--- src/rtl/blink_rate_decoder.sv ---
// Purpose: measure the half-period of a looped-back blink waveform and decode which of four rate settings produced it.
// Latency: blink_in change -> edge pulse on the 3rd sysclk edge; decoded outputs register one cycle after the edge pulse.
// Backpressure: none; a free-running observer with no handshake. Every edge is measured and no input is ever stalled.
//
// Ports:
//   sysclk       system clock, all state on the rising edge
//   rst_n        asynchronous active-low reset
//   blink_in     asynchronous blink waveform under observation
//   rate         decoded rate setting (0 fastest .. 3 slowest); keeps its last value when the decode is lost
//   rate_valid   rate holds a confirmed decode
//   rate_change  one-cycle pulse when rate_valid rises or rate takes a new value
//   stalled      no edge seen for STALL_CYCLES cycles
//   half_period  last raw measurement in sysclk cycles
module blink_rate_decoder #(
    parameter int BASE_HALF   = 1024,
    parameter int TOL_SHIFT   = 3,
    parameter int MATCH_COUNT = 2,
    parameter int CNT_W       = 16
) (
    input  logic             sysclk,
    input  logic             rst_n,
    input  logic             blink_in,
    output logic [1:0]       rate,
    output logic             rate_valid,
    output logic             rate_change,
    output logic             stalled,
    output logic [CNT_W-1:0] half_period
);

    // Four times the slowest nominal half-period: comfortably beyond any legal measurement.
    localparam int STALL_CYCLES = 32 * BASE_HALF;
    localparam int STRK_W       = $clog2(MATCH_COUNT + 1);

    localparam logic [CNT_W-1:0]  STALL_LAST  = CNT_W'(STALL_CYCLES - 1);
    localparam logic [STRK_W-1:0] STRK_TARGET = STRK_W'(MATCH_COUNT);

    typedef enum logic [1:0] {
        ST_FIRST   = 2'd0,
        ST_ACQUIRE = 2'd1,
        ST_TRACK   = 2'd2
    } state_t;

    state_t state, state_nxt;

    // ------------------------------------------------------------------
    // Input path: two-flop synchronizer plus a delay flop for edge detect.
    // ------------------------------------------------------------------
    logic sync_q1, sync_q2, dly_q;
    logic edge_det;

    always_ff @(posedge sysclk or negedge rst_n) begin
        if (!rst_n) begin
            sync_q1 <= 1'b0;
            sync_q2 <= 1'b0;
            dly_q   <= 1'b0;
        end else begin
            sync_q1 <= blink_in;
            sync_q2 <= sync_q1;
            dly_q   <= sync_q2;
        end
    end

    // Both polarities count: every transition ends one half-period.
    assign edge_det = sync_q2 ^ dly_q;

    // ------------------------------------------------------------------
    // Half-period counter. Cleared on the edge cycle, so at the next edge
    // cnt is one short of the true spacing; the measurement adds it back.
    // ------------------------------------------------------------------
    logic [CNT_W-1:0] cnt;

    always_ff @(posedge sysclk or negedge rst_n) begin
        if (!rst_n) begin
            cnt <= '0;
        end else if (edge_det) begin
            cnt <= '0;
        end else if (cnt != '1) begin
            cnt <= cnt + 1'b1;
        end
    end

    // One extra bit so a saturated counter cannot wrap the measurement.
    logic [CNT_W:0]   meas;
    logic [CNT_W-1:0] meas_sat;

    assign meas     = {1'b0, cnt} + (CNT_W + 1)'(1);
    assign meas_sat = meas[CNT_W] ? '1 : meas[CNT_W-1:0];

    // ------------------------------------------------------------------
    // Classification: window k is N_k +/- (N_k >> TOL_SHIFT).
    // ------------------------------------------------------------------
    logic [3:0] in_win;

    for (genvar k = 0; k < 4; k++) begin : g_cls
        localparam logic [CNT_W:0] NOM = (CNT_W + 1)'(BASE_HALF << k);
        localparam logic [CNT_W:0] TOL = NOM >> TOL_SHIFT;

        logic [CNT_W:0] diff;

        assign diff      = (meas >= NOM) ? (meas - NOM) : (NOM - meas);
        assign in_win[k] = (diff <= TOL);
    end

    logic       cls_hit;
    logic [1:0] cls;

    // Later assignments override earlier ones, so the lowest matching class wins.
    always_comb begin
        cls_hit = |in_win;
        cls     = 2'd0;
        if (in_win[3]) cls = 2'd3;
        if (in_win[2]) cls = 2'd2;
        if (in_win[1]) cls = 2'd1;
        if (in_win[0]) cls = 2'd0;
    end

    // ------------------------------------------------------------------
    // Event decode.
    // ------------------------------------------------------------------
    logic              stall_evt;
    logic              meas_evt;
    logic [STRK_W-1:0] streak, streak_nxt;
    logic [1:0]        prev_cls, prev_cls_nxt;
    logic              same_cls;
    logic [STRK_W-1:0] streak_inc;
    logic              promote;

    // An edge landing on the threshold cycle wins: no stall in that case.
    assign stall_evt = !edge_det && (cnt == STALL_LAST);

    // The first edge after reset or a stall only starts the counter.
    assign meas_evt = edge_det && (state != ST_FIRST);

    // A zero streak means "no previous class", even if prev_cls happens to match.
    assign same_cls   = cls_hit && (streak != '0) && (cls == prev_cls);
    assign streak_inc = same_cls ? (streak + 1'b1) : STRK_W'(1);
    assign promote    = cls_hit && (streak_inc >= STRK_TARGET);

    // ------------------------------------------------------------------
    // FSM: state register.
    // ------------------------------------------------------------------
    always_ff @(posedge sysclk or negedge rst_n) begin
        if (!rst_n) begin
            state <= ST_FIRST;
        end else begin
            state <= state_nxt;
        end
    end

    // ------------------------------------------------------------------
    // FSM: next-state logic.
    // ------------------------------------------------------------------
    always_comb begin
        state_nxt = state;
        case (state)
            ST_FIRST: begin
                if (edge_det) state_nxt = ST_ACQUIRE;
            end
            ST_ACQUIRE: begin
                if (stall_evt)                state_nxt = ST_FIRST;
                else if (meas_evt && promote) state_nxt = ST_TRACK;
            end
            ST_TRACK: begin
                if (stall_evt)                 state_nxt = ST_FIRST;
                else if (meas_evt && !cls_hit) state_nxt = ST_ACQUIRE;
            end
            default: state_nxt = ST_FIRST;
        endcase
    end

    // ------------------------------------------------------------------
    // FSM: output / datapath next values.
    // ------------------------------------------------------------------
    logic [1:0]       rate_nxt;
    logic             rate_valid_nxt;
    logic             rate_change_nxt;
    logic             stalled_nxt;
    logic [CNT_W-1:0] half_period_nxt;

    always_comb begin
        rate_nxt        = rate;
        rate_valid_nxt  = rate_valid;
        rate_change_nxt = 1'b0;
        stalled_nxt     = stalled;
        half_period_nxt = half_period;
        streak_nxt      = streak;
        prev_cls_nxt    = prev_cls;

        if (edge_det) begin
            stalled_nxt = 1'b0;
        end

        if (stall_evt) begin
            stalled_nxt    = 1'b1;
            rate_valid_nxt = 1'b0;
            streak_nxt     = '0;
        end

        if (meas_evt) begin
            // Unmatched measurements are still reported.
            half_period_nxt = meas_sat;

            if (!cls_hit) begin
                streak_nxt     = '0;
                rate_valid_nxt = 1'b0;
            end else if (state == ST_TRACK && cls == rate) begin
                // Confirms the current rate and breaks any competing streak.
                streak_nxt   = '0;
                prev_cls_nxt = rate;
            end else begin
                prev_cls_nxt = cls;
                if (promote) begin
                    // In ACQUIRE rate_valid is low, so this is always a rise;
                    // in TRACK cls differs from rate, so this is always a new value.
                    rate_nxt        = cls;
                    rate_valid_nxt  = 1'b1;
                    rate_change_nxt = 1'b1;
                    streak_nxt      = '0;
                end else begin
                    streak_nxt = streak_inc;
                end
            end
        end
    end

    always_ff @(posedge sysclk or negedge rst_n) begin
        if (!rst_n) begin
            rate        <= 2'd0;
            rate_valid  <= 1'b0;
            rate_change <= 1'b0;
            stalled     <= 1'b0;
            half_period <= '0;
            streak      <= '0;
            prev_cls    <= 2'd0;
        end else begin
            rate        <= rate_nxt;
            rate_valid  <= rate_valid_nxt;
            rate_change <= rate_change_nxt;
            stalled     <= stalled_nxt;
            half_period <= half_period_nxt;
            streak      <= streak_nxt;
            prev_cls    <= prev_cls_nxt;
        end
    end

endmodule

--- config.mk ---
export PLATFORM = sky130hd
export DESIGN_NAME = blink_rate_decoder
export DESIGN_NICKNAME = d
export VERILOG_FILES = /design/src/rtl/blink_rate_decoder.sv
export SDC_FILE = /design/constraint.sdc
export NUM_CORES = 1
export LEC_CHECK = 0
export CAP_MARGIN = 25
export CORE_MARGIN = 2
export CORE_UTILIZATION = 45
export DETAILED_ROUTE_END_ITERATION = 10
export PLACE_DENSITY = 0.64
export SLEW_MARGIN = 25
export SYNTH_ARGS = -nofsm -noshare
export SYNTH_HDL_FRONTEND = slang
export SYNTH_SLANG_ARGS = --single-unit
--- constraint.sdc ---
create_clock -name sysclk -period 7.7 [get_ports sysclk]
set_input_delay 1.925 -clock sysclk [delete_from_list [all_inputs] [get_ports sysclk]]
set_output_delay 1.925 -clock sysclk [all_outputs]
set_load 0.05 [all_outputs]
==> flow_summary.ini <==
[global_routing]
grt_start_max_net_pins = 47
groute.usage.overall_pct = 21.4
grt_pass1_wl_mm = 14.8
overflow = 0
grt_pass1_vias = 2924
antenna_found_initial = 0

[timing]
setup_viol = 0
final.period_utilization_pct = 62.8
rsz0062_at_grt = false
finalMaxSlewViolations = 0
fin_skew_ps = 9.83
hold_violations = 0
fmax_mhz = 207
worst_pin_slew_ps = 1070
period_needed_ps = 4830
finalSetupTns_ps = 0
slew_headroom_pct = 28.4

[worst_setup_path]
end_kind = flip-flop
cp-start-kind = flip-flop
crit_fanout = 23
critPathArrivalTime_ps = 5060
crit_type = reg2reg
cp.required_ps = 7920

[final_layout]
fin_nets = 424
n_fill_cell = 723
layout-drive-gt1-share_pct = 14.2
syn_to_final_growth_pct = 8.42
layout_commonest_cell = dfrtp_1
fin_area_mm2 = 0.00390
fin_util_pct = 50.4
final_cell_mix = dfrtp_1, nor2_1, nand2_1, o21ai_0, a21oi_1
antenna_cells = 0

[cts]
cts_buffers = 5
clk_path_buf_depth = 2
clk_pin_slew_ps = 90
cts_setup_buffers = 0
cts_tree = built
clk-insertion-delay-late_ps = 300
cts_resized = 0
cts_root_buf = clkbuf_8
cts_hold_buf = 0
cts-htree-levels = 2
cts_sinks = 46

[synthesis]
ys.flop_type = dfrtp_1
ys_warn_count = 0
async_flop_share_pct = 100
syn-instance-count = 408
ys_ff_latch = 46
ys_seq_area_share_pct = 32.0
avgSynthCellArea_um2 = 8.81
synth_nets = 417
synth.distinct_cells = 86
mappedNetlistArea_mm2 = 0.00359
synth_edf_count = 0

[power]
leakage_uw = 0.00151
power_density_mw_per_mm2 = 155
ir_drop_uv = 175

[outcome]
status = completed

[worst_hold_path]
hold_class = reg2reg

[placement]
gp_congestion = 0.919
io_buffers = 23
hpwlAfterDp_mm = 6.47
dpl_cell_area_mm2 = 0.00381

[routing]
routed_wl_mm = 8.79
first_iter_violations = 320
drt-vias-per-instance = 6.10
vias = 3158
ant_nets = 0
first_pass_iters = 5
wl_per_cell_um = 17.0
drc = 0

[floorplan]
rows = 32
ioPinCount = 24
core_mm2 = 0.00773
die_area_mm2 = 0.00872
die_x_um = 93.4
start_util_pct = 46.5
die_h_um = 93.4

[run]
drv_cap = 0
-- per-layer routing --
layer / wire, um / up-vias / global-route usage (%)
met2: 3820 / 107 / 32.0
met3: 411 / 18 / 2.42
met1: 4300 / 1506 / 31.6
met4: 252 / 0 / 8.21
li1: - / 1527 / -
met5: 0 / - / 0
-- synthesized netlist by cell type, types with 3 or more instances --
| cell type | instances | area share [%] |
|---|---|---|
| buf_2 | 6 | 0.84 |
| inv_2 | 3 | 0.31 |
| nor2_1 | 42 | 4.4 |
| ha_1 | 6 | 2.1 |
| clkbuf_1 | 12 | 1.3 |
| mux2i_1 | 6 | 1.7 |
| nand2_1 | 39 | 4.1 |
| a311oi_1 | 4 | 0.97 |
| dfrtp_1 | 46 | 32 |
| nand3_1 | 9 | 1.3 |
| a21boi_0 | 4 | 0.84 |
| nor4_4 | 3 | 1.8 |
| o21ai_0 | 25 | 3.5 |
| a31oi_1 | 15 | 2.6 |
| buf_6 | 3 | 0.94 |
| xor2_1 | 5 | 1.2 |
| xnor2_1 | 17 | 4.1 |
| xnor2_2 | 3 | 1.4 |
| clkbuf_8 | 3 | 1.1 |
| and3_1 | 6 | 1.0 |
| nand3b_1 | 4 | 0.84 |
| nor3_1 | 11 | 1.5 |
| a211oi_1 | 3 | 0.63 |
| nand4_1 | 9 | 1.6 |
| a21oi_1 | 23 | 3.2 |
| o211ai_1 | 3 | 0.63 |
| and2_1 | 5 | 0.87 |
| nor4_1 | 6 | 1.0 |
| inv_1 | 10 | 1.0 |
-- path summary, 6_finish.rpt --
check                                        start                          end  slack, ps  cells past startpoint
min in group asynchronous                    rst_n           cnt[4]$_DFFE_PN0P_       1610                      1
worst min-delay path             sync_q1$_DFF_PN0_            sync_q2$_DFF_PN0_        360                      0
worst max register to register  cnt[0]$_DFFE_PN0P_         rate_valid$_DFF_PN0_       2870                     13
max in group asynchronous                    rst_n  half_period[11]$_DFFE_PN0P_       5690                      1
worst min register to register   sync_q1$_DFF_PN0_            sync_q2$_DFF_PN0_        360                      0
worst max-delay path            cnt[0]$_DFFE_PN0P_         rate_valid$_DFF_PN0_       2870                     13
-- stage by stage --
| stage | total power, uW | hold WS, ps | std cells | worst slack (ps) |
|---|---|---|---|---|
| floorplan | 413 | 331 | 408 | 4030 |
| global placement | 462 | 337 | 510 | 3040 |
| detailed placement | 462 | 344 | 510 | 2910 |
| CTS | 607 | 360 | 518 | 2890 |
| global route | 636 | 369 | 518 | 2420 |
| finish | 603 | 355 | 518 | 2870 |
-- registers in the layout, summed over array words and instances, names as in the netlist --
signal / cells
state: 2
sync_q2: 1
cnt: 16
rate: 2
rate_change: 1
dly_q: 1
rate_valid: 1
streak: 2
prev_cls: 2
sync_q1: 1
half_period: 16
stalled: 1
-- cells by family (layout without fill, tap and decap cells) --
group	Yosys count	in the layout	synth area share (%)
AND/OR/NAND/NOR	165	165	26.5
AO/OA/AOI/OAI	122	122	25.4
flip-flops	46	46	32.0
buffers and inverters	38	46	5.64
XOR/XNOR	25	25	6.72
adder cells (fa/ha/maj)	6	6	2.09
multiplexers	6	6	1.67
-- layout make-up --
cell class | instances | area [um^2] | share of cell area (%)
multi-input cells | 324 | 2240 | 57.5
flip-flops and latches | 46 | 1150 | 29.5
repair buffers | 25 | 243 | 6.23
well taps | 102 | 128 | 3.27
clock buffers | 6 | 72.6 | 1.86
inverters | 13 | 48.8 | 1.25
clock inverters | 2 | 13.8 | 0.353
-- critical path, stage by stage, from the launching register on --
cell	delay, ps
dfrtp_1	600
ha_1	510
nand2_1	330
nor4_4	490
nand3_1	700
nand4_1	360
nor3b_1	200
a21oi_1	70
or3_1	330
o22ai_2	250
nor3_2	110
a2111oi_4	500
a21oi_1	100
a211oi_2	200
-- report_power, final --
| part | switching [uW] | total (uW) | leakage (uW) | internal, uW |
|---|---|---|---|---|
| Clock | 80.0 | 144 | 0.0000452 | 64.1 |
| Combinational | 119 | 180 | 0.000854 | 60.9 |
| Sequential | 19.9 | 279 | 0.000611 | 259 |
| Total | 219 | 603 | 0.00151 | 384 |
Power figures use the tool's default switching activity.
